===== config.mk =====
export PLATFORM = sky130hd
export DESIGN_NAME = uart_tx_fifo
export DESIGN_NICKNAME = d
export VERILOG_FILES = /design/src/rtl/uart_tx_fifo.sv
export SDC_FILE = /design/constraint.sdc
export NUM_CORES = 1
export LEC_CHECK = 0
export ABC_AREA = 1
export BUFFER_PORTS_ARGS = -buffer_cell sky130_fd_sc_hd__buf_2
export CORE_AREA = 5 5 134 136
export CTS_CLUSTER_DIAMETER = 80
export DETAILED_ROUTE_END_ITERATION = 10
export DIE_AREA = 0 0 139 141
export SLEW_MARGIN = 20
export SYNTH_ARGS = -nofsm -noshare
export SYNTH_HDL_FRONTEND = slang
export SYNTH_SLANG_ARGS = --single-unit

===== constraint.sdc =====
create_clock -name clk -period 4.29 [get_ports clk]
set_input_delay 0.429 -clock clk [delete_from_list [all_inputs] [get_ports clk]]
set_output_delay 0.429 -clock clk [all_outputs]
set_load 0.01 [all_outputs]

===== src/rtl/uart_tx_fifo.sv =====
// Byte FIFO that feeds uart_tx one byte at a time, decoupling burst producers
// from the serial line rate.
module uart_tx_fifo #(
  parameter int unsigned DEPTH  = 16,
  parameter int unsigned ADDR_W = 4
) (
  input  logic              clk,
  input  logic              rst,
  input  logic              wr_en,
  input  logic [7:0]        wr_data,
  output logic              full,
  output logic              empty,
  output logic [ADDR_W:0]   count,
  output logic              overflow,
  output logic              busy,
  output logic              tx_activate,
  output logic [7:0]        tx_data,
  input  logic              tx_active,
  input  logic              tx_done
);

  typedef enum logic [2:0] {
    StIdle,
    StLoad,
    StIssue,
    StWaitAck,
    StWaitDone,
    StWaitClr
  } state_e;

  localparam logic [ADDR_W:0] DepthCnt = (ADDR_W + 1)'(DEPTH);

  state_e            state_q, state_d;
  logic [7:0]        mem [DEPTH];
  logic [ADDR_W-1:0] wr_ptr_q, rd_ptr_q;
  logic [ADDR_W:0]   count_q;
  logic [7:0]        tx_data_q;
  logic              tx_activate_q, tx_activate_d;
  logic              overflow_q;
  logic              push, pop;

  assign full  = (count_q == DepthCnt);
  assign empty = (count_q == '0);
  assign push  = wr_en && !full;
  // Exactly one byte leaves the FIFO per LOAD; IDLE only enters LOAD when non-empty.
  assign pop   = (state_q == StLoad);

  always_ff @(posedge clk) begin
    if (push) begin
      mem[wr_ptr_q] <= wr_data;
    end
  end

  always_ff @(posedge clk or posedge rst) begin
    if (rst) begin
      wr_ptr_q <= '0;
      rd_ptr_q <= '0;
      count_q  <= '0;
    end else begin
      if (push) begin
        wr_ptr_q <= wr_ptr_q + 1'b1;
      end
      if (pop) begin
        rd_ptr_q <= rd_ptr_q + 1'b1;
      end
      unique case ({push, pop})
        2'b10:   count_q <= count_q + 1'b1;
        2'b01:   count_q <= count_q - 1'b1;
        default: count_q <= count_q;
      endcase
    end
  end

  always_comb begin
    state_d       = state_q;
    tx_activate_d = 1'b0;
    unique case (state_q)
      StIdle: begin
        // A frame started before our reset must finish before we issue another.
        if (!empty && !tx_active && !tx_done) begin
          state_d = StLoad;
        end
      end
      StLoad: begin
        state_d       = StIssue;
        tx_activate_d = 1'b1;
      end
      StIssue: begin
        state_d       = StWaitAck;
        tx_activate_d = 1'b1;
      end
      StWaitAck: begin
        if (tx_active) begin
          state_d = StWaitDone;
        end else begin
          tx_activate_d = 1'b1;
        end
      end
      StWaitDone: begin
        if (tx_done) begin
          state_d = StWaitClr;
        end
      end
      StWaitClr: begin
        if (!tx_done) begin
          state_d = StIdle;
        end
      end
      default: state_d = StIdle;
    endcase
  end

  always_ff @(posedge clk or posedge rst) begin
    if (rst) begin
      state_q       <= StIdle;
      tx_activate_q <= 1'b0;
      tx_data_q     <= '0;
      overflow_q    <= 1'b0;
    end else begin
      state_q       <= state_d;
      tx_activate_q <= tx_activate_d;
      overflow_q    <= wr_en && full;
      if (pop) begin
        tx_data_q <= mem[rd_ptr_q];
      end
    end
  end

  assign count       = count_q;
  assign overflow    = overflow_q;
  assign busy        = (state_q != StIdle);
  assign tx_activate = tx_activate_q;
  assign tx_data     = tx_data_q;

endmodule


==> impl_metrics.toml, run 1 <==
[outcome]
status = "finished clean"

[timing]
finalCritPeriodShare_pct = 65.2
slew_viol_final = 0
skew_ns = 0.00928
period_needed_ns = 2.80
hold_viol_final = 0
slew_headroom_pct = 37.1
tightest_slew_ns = 0.942
setup_violations = 0
max_clock_freq_ghz = 0.358
setup_tns_ns = 0
rsz0062_at_grt = "false"

[die]
dieArea_um2 = 19600
io_pins = 31
die_h_um = 141
row_count = 48
start_util_pct = 38.9
die_w_um = 139
coreArea_um2 = 16800

[place]
gp_congestion = 0.775
io_buffers = 30
hpwl_mm = 9.11
placed_area_um2 = 6910

[grt]
overflow = 0
grt_usage_pct = 15.2
grt_first_pass_wirelength_mm = 22.9
antenna_found_initial = 0
grt_max_degree = 67
grt_pass1_vias = 4120

[pwr]
p_comb_share_pct = 32.1
p_int_uw = 3470
p_total_uw = 5370
seqPwrFrac_pct = 37.3
p_leak_uw = 0.00307
p_per_area_nw_per_um2 = 709
peakVddDrop_v = 0.000337
p_clk_share_pct = 30.6
sw_frac_of_total_pct = 35.4
net-switching-power_uw = 1900

[setup_path]
worstSetupEndpointType = "flip-flop"
path_buf_inv = 3
cp_max_fo = 14
slowest_stage = "dfrtp_1"
cp_slowest_stage_delay_ns = 0.42
critical-path-top-delay-family = "simple AND/OR/NAND/NOR gates"
crit_path_start_kind = "flip-flop"
worstPathRequired_ns = 4.65
worstPathCellList = "inv_1 -> nor2_1 -> nand2_1 -> inv_1 -> ha_1 -> xor2_1 -> ha_1 -> inv_1 -> nand2_1 -> nand3_1 -> nand2_1 -> xor2_1 -> nand2_1 -> nand2_1"
path_common_cell = "nand2_1"
arrival_ns = 3.16
setup.worst_path.class = "reg2reg"

[detailed_routing]
drt.antenna.violating_nets = 0
drt_iter0_markers = 272
finalWirelength_mm = 14.4
wl_per_cell_um = 16.5
drc_errors = 0
dr.pass1.iters = 5
dr_total_vias = 4256
viasPerCell = 4.89

[layout]
areaGrowthSynthToFinish_pct = 15.8
layout.nets = 654
fillers = 1552
postLayoutCellArea_um2 = 7570
drive_gt1_share_pct = 12.4
postLayoutCoreUtil_pct = 45.0
diodes = 0

[clock_network]
cts_max_path_buffers = 2
post_cts_buffers = 0
cts_sinks = 154
clk_pin_slew_ns = 0.06
htreeDepth = 4
root_buffer = "clkbuf_16"
cts_resized = 0
ctsHoldBuffers = 0
cts_made_buffers = 17
cts_tree = "built"
clk_latency_ns = 0.42

[logic_synthesis]
syn_area_per_cell_um2 = 10.9
ys_types = 25
synthCells = 597
synth_nets = 619
synth_warnings = 0
syn-cell-area_um2 = 6540
synth-seq-cells = 154
seq_area_frac_synth_pct = 68.8

[min_path]
hold_class = "in2async"

[run]
cap_violations = 0
==> routing by layer <==
layer	up-vias	part of all wire (%)	GRT usage, %
met5	-	0	0
met4	0	1.3	5.36
met3	12	4.3	3.09
met2	92	50	25.2
met1	2052	44	19.9
li1	2100	-	-
==> stage by stage <==
| step | worst slack, ns | hold slack (ns) | cells |
|---|---|---|---|
| 5_1_grt | 1.19 | 0.113 | 870 |
| 2_1_floorplan | 2.08 | 0.469 | 597 |
| 4_1_cts | 1.52 | 0.216 | 870 |
| 6_report | 1.49 | 0.0616 | 870 |
| 3_3_place_gp | 1.78 | 0.468 | 838 |
| 3_5_place_dp | 1.52 | 0.462 | 838 |
==> layout make-up <==
cell class	instances	area (um2)	area share, %
Multi-Input combinational cell	385	1770	23.4
Timing Repair Buffer	42	240	3.18
Sequential cell	154	4500	59.4
Clock buffer	17	425	5.62
Tap cell	225	282	3.72
Inverter	32	121	1.60
Clock inverter	15	229	3.03
==> worst reg2reg max path: cells and delay by family (launching register included) <==
family	cells	cell delay, ns
adders and majority gates	2	0.55
DFF	1	0.42
buffers and inverters	3	0.53
and+or+nand+nor	7	0.85
xor gates and xnor gates	2	0.40
==> flip-flops by register name (all words and copies together), names as in the netlist <==
signal	flops
wr_ptr_q	4
mem	128
rd_ptr_q	4
count	5
state_q	3
tx_data	8
overflow	1
tx_activate	1
==> kinds of logic after synthesis <==
family | share of synthesized area [%]
xor gates and xnor gates | 1.34
DFF | 68.8
adders and majority gates | 1.72
and+or+nand+nor | 22.1
AOI/OAI and AO/OA | 1.80
buffers and inverters | 4.27
==> path summary, 6_finish.rpt <==
kind	start	end	slack, ns	cells after the start
worst min register to register	tx_data[1]	tx_data[1]	0.47	2
worst min-delay path	rst	count[0]	0.06	2
min in group clk	wr_en	overflow	0.23	3
max in group asynchronous	rst	rd_ptr_q[0]	3.80	2
worst max register to register	state_q[0]	count[4]	1.49	14
worst max-delay path	state_q[0]	count[4]	1.49	14
==> power by group through the flow <==
| stage | registers, uW | logic [uW] | clock network (uW) |
|---|---|---|---|
| after floorplan | 2010 | 1240 | 0 |
| after global routing | 2030 | 1940 | 1740 |
| after detailed placement | 2030 | 1720 | 0 |
| after CTS | 2000 | 1730 | 1670 |
| final | 2000 | 1720 | 1640 |
| after global placement | 2020 | 1670 | 0 |
==> Yosys cell counts <==
cell type	n	area [um2]
clkinv_1	1	3.75
xnor2_1	1	8.76
edfxtp_1	128	3840
buf_2	16	80.1
nand2_2	2	12.5
nand4_1	5	31.3
a21oi_1	12	60.1
a21boi_0	1	7.51
o21bai_1	1	7.51
o211ai_1	1	7.51
inv_2	2	7.51
buf_6	2	22.5
nand2_1	222	833
or2_2	1	6.26
nor2_2	1	6.26
nor3_1	12	60.1
nor2_1	8	30.0
buf_4	7	52.6
inv_1	29	109
ha_1	9	113
dfrtp_1	26	651
o21ai_0	7	35.0
nand3_1	93	465
clkbuf_1	1	3.75
xor2_1	9	78.8
==> layout by cell type (no fill, tap or decap), types with 3 or more instances in the layout <==
cell and n:
a21oi_1 12, nand3_1 93, nor2_1 8, edfxtp_1 128
clkinv_1 5, nand2_1 222, dfrtp_1 25, o21ai_0 7
nor3_1 10, bufinv_16 6, nand4_1 5, inv_1 28
ha_1 9, clkbuf_16 17, clkinv_2 3, buf_4 12
buf_2 30, xor2_1 9
Note: power is estimated with default switching activity, not from simulation.
==> inputs of run 2 (changes only) <==
--- a/config.mk
+++ b/config.mk
@@ -5,12 +5,12 @@
 export SDC_FILE = /design/constraint.sdc
 export NUM_CORES = 1
 export LEC_CHECK = 0
-export ABC_AREA = 1
+export ABC_AREA = 0
 export BUFFER_PORTS_ARGS = -buffer_cell sky130_fd_sc_hd__buf_2
-export CORE_AREA = 5 5 134 136
+export CORE_AREA = 5 5 132 134
 export CTS_CLUSTER_DIAMETER = 80
 export DETAILED_ROUTE_END_ITERATION = 10
-export DIE_AREA = 0 0 139 141
+export DIE_AREA = 0 0 137 139
 export SLEW_MARGIN = 20
 export SYNTH_ARGS = -nofsm -noshare
 export SYNTH_HDL_FRONTEND = slang
==> constraint.sdc (replaced) <==
create_clock -name clk -period 2.48 [get_ports clk]
set_input_delay 0.248 -clock clk [delete_from_list [all_inputs] [get_ports clk]]
set_output_delay 0.248 -clock clk [all_outputs]
set_load 0.01 [all_outputs]
==> run 2 against run 1 <==
Net effect: critical path depth is 4 lower; maximum frequency is 22% higher; worst hold slack gained 0.029 ns; synthesized area is 3.4% lower; combinational power rose by 40%; cell area shrank 3.1%; setup slack lost 1.3 ns; final cell count fell by 28%; non-clock buffer count increased by 5; sequential share of layout area is 1.9 points higher.
==> impl_metrics.toml, run 2 <==
[outcome]
status = "finished clean"

[clock_network]
cts_made_buffers = 17
root_buffer = "clkbuf_16"
clk_pin_slew_ns = 0.06
cts_sinks = 154
htreeDepth = 4
cts_tree = "built"
clk_latency_ns = 0.42
cts_max_path_buffers = 2

[pwr]
p_leak_uw = 0.00259
p_clk_share_pct = 28.5
p_total_uw = 8420
seqPwrFrac_pct = 42.9
p_per_area_nw_per_um2 = 1150
sw_frac_of_total_pct = 31.2
peakVddDrop_v = 0.000554
net-switching-power_uw = 2620
p_int_uw = 5800
p_comb_share_pct = 28.6

[die]
row_count = 47
coreArea_um2 = 16200
die_w_um = 137
io_pins = 31
die_h_um = 139
start_util_pct = 39.0
dieArea_um2 = 19000

[logic_synthesis]
async_flop_share_pct = 16.9
synthCells = 347
seq_area_frac_synth_pct = 71.2
yosys-top-cells-count = "edfxtp_1 (128), dfrtp_1 (26), mux4_2 (17), nor2_1 (17), nand2_1 (14)"
syn-cell-area_um2 = 6310
yosysMostFrequentCell = "edfxtp_1"
synth_top_family_by_area = "multiplexers"
synthAdderAreaFrac_pct = 1.78
synth_simple_gate_area_share_pct = 4.98
synthTopCellsByArea = "edfxtp_1 (61%), dfrtp_1 (10%), mux4_2 (6.1%), mux4_1 (5.4%), ha_1 (1.8%)"
synth-main-ff-cell = "edfxtp_1"
synth.mux.area_fraction_pct = 14.0
syn_area_per_cell_um2 = 18.2
synth_compound_area_share_pct = 4.16
synth-seq-cells = 154
synth_nets = 369
synthXorXnorAreaFrac_pct = 1.53
synth_warnings = 0
synth_top_area_share_pct = 60.9
yosysTopAreaCell = "edfxtp_1"
ys_types = 48
synth-edff-count = 128

[timing]
setup_violations = 0
max_clock_freq_ghz = 0.436
setup_tns_ns = 0
slew_viol_final = 0
skew_ns = 0.0130
hold_ws_ns = 0.0908
period_needed_ns = 2.30
finalCritPeriodShare_pct = 92.6
slew_headroom_pct = 41.3
rsz0062_at_grt = "false"
tightest_slew_ns = 0.877
hold_viol_final = 0

[setup_path]
reg2reg_to = "count[4]"
worstRegToRegCells = 10
setup.worst_path.start = "count[0]"
arrival_ns = 2.60
worstSetupEndpointType = "flip-flop"
ff2ff_setup_slack_ns = 0.18
worstPathRequired_ns = 2.78
crit_path_start_kind = "flip-flop"
setup.worst_path.class = "reg2reg"
reg2reg_from = "count[0]"
cp_max_fo = 8
critPathCapture = "count[4]"

[layout]
top_register = "mem"
final_cell_mix = "edfxtp_1 (128), buf_2 (30), dfrtp_1 (24)"
fillers = 1387
largest_reg_flops = 128
layout.nets = 416
drive_gt1_share_pct = 25.8
postLayoutCellArea_um2 = 7330
final_common_cell = "edfxtp_1"
areaGrowthSynthToFinish_pct = 16.1
stdcell_count = 627
diodes = 0

[detailed_routing]
dr.pass1.iters = 4
drc_errors = 0
finalWirelength_mm = 12.4
drt.antenna.violating_nets = 0
wl_per_cell_um = 19.7
drt_iter0_markers = 221
dr_total_vias = 3260
viasPerCell = 5.20

[grt]
grt_usage_pct = 13.9
overflow = 0
grt_max_degree = 35
grt_first_pass_wirelength_mm = 19.4
antenna_found_initial = 0
grt_pass1_vias = 3392

[place]
placed_area_um2 = 6760
io_buffers = 30
hpwl_mm = 8.11
gp_congestion = 0.805
dp.cells = 593

[run]
cap_violations = 0

[min_path]
hold_class = "in2reg"
run 2: cell count changes in the layout (fill, tap and decap cells not counted), moves of 8 or more:
cell and delta:
inv_1 -21, o21ai_1 +13, nor2_1 +9, nand3_1 -91, mux4_2 +17, mux2_2 +8
nor2b_1 +9, a21oi_1 -9, mux4_1 +13, nand2_1 -208
run 2: cell type report:
| type | instances | area (um2) | area share (%) |
|---|---|---|---|
| multi-input combinational | 165 | 1680 | 22.9 |
| clock inverter | 14 | 121 | 1.66 |
| tap | 220 | 275 | 3.76 |
| sequential | 154 | 4500 | 61.4 |
| clock buffer | 18 | 429 | 5.86 |
| inverter | 9 | 33.8 | 0.461 |
| timing repair buffer | 47 | 293 | 3.99 |
run 2: worst min path at each step:
stage                      from           to  slack, ns  cells after the start
after floorplan             rst     count[0]       0.29                      1
after CTS                 wr_en     overflow       0.06                      2
after detailed placement    rst   state_q[2]       0.21                      2
final                     wr_en     overflow       0.09                      2
after global placement      rst  tx_activate       0.20                      2
after global routing      wr_en     overflow       0.07                      2
run 2: repair_timing:
item | 4_1_cts | 5_1_grt
resized for setup | 0 | 1
hold buffers | 1 | 0
setup endpoints to repair | 0 | 1
hold endpoints to repair | 7 | 0
buffers inserted | 0 | 1
run 2: critical path, stage by stage, from the launching register on:
cell and delay [ns]:
dfrtp_2 0.45, nor4_4 0.36, a21boi_2 0.13, inv_2 0.08, ha_1 0.17, buf_4 0.16, ha_1 0.27, o211a_1 0.13
o31ai_1 0.21, a31oi_1 0.08, xor2_1 0.14
run 2: kinds of logic (layout without fill, tap and decap cells):
| kind of cell | after synthesis | count (layout) |
|---|---|---|
| adders and majority gates | 9 | 9 |
| xor gates and xnor gates | 11 | 11 |
| DFF | 154 | 154 |
| muxes | 45 | 45 |
| and+or+nand+nor | 62 | 62 |
| buffers and inverters | 28 | 88 |
| AOI/OAI and AO/OA | 38 | 38 |
run 2: per-layer routing:
| metal | wire length, um | vias to the layer above | global-route usage, % |
|---|---|---|---|
| met1 | 5120 | 1677 | 18.0 |
| met4 | 164 | 0 | 4.78 |
| li1 | - | 1475 | - |
| met2 | 6220 | 98 | 21.9 |
| met3 | 850 | 10 | 4.90 |
| met5 | 0 | - | 0 |
run 2: through the flow:
| step | setup slack, ns | utilization [%] |
|---|---|---|
| 2_1_floorplan | 0.00814 | - |
| 3_3_place_gp | 0.212 | 41.8 |
| 3_5_place_dp | 0.134 | 41.8 |
| 4_1_cts | 0.128 | 45.3 |
| 5_1_grt | 0.00338 | 45.3 |
| 6_report | 0.184 | 45.3 |
run 2: power by group through the flow:
stage | clock [uW] | sequential, uW | combinational (uW)
final | 2400 | 3610 | 2410
after global routing | 2580 | 3670 | 2640
after CTS | 2450 | 3620 | 2440
after detailed placement | 0 | 3670 | 2440
after global placement | 0 | 3650 | 2400
after floorplan | 0 | 3510 | 1850
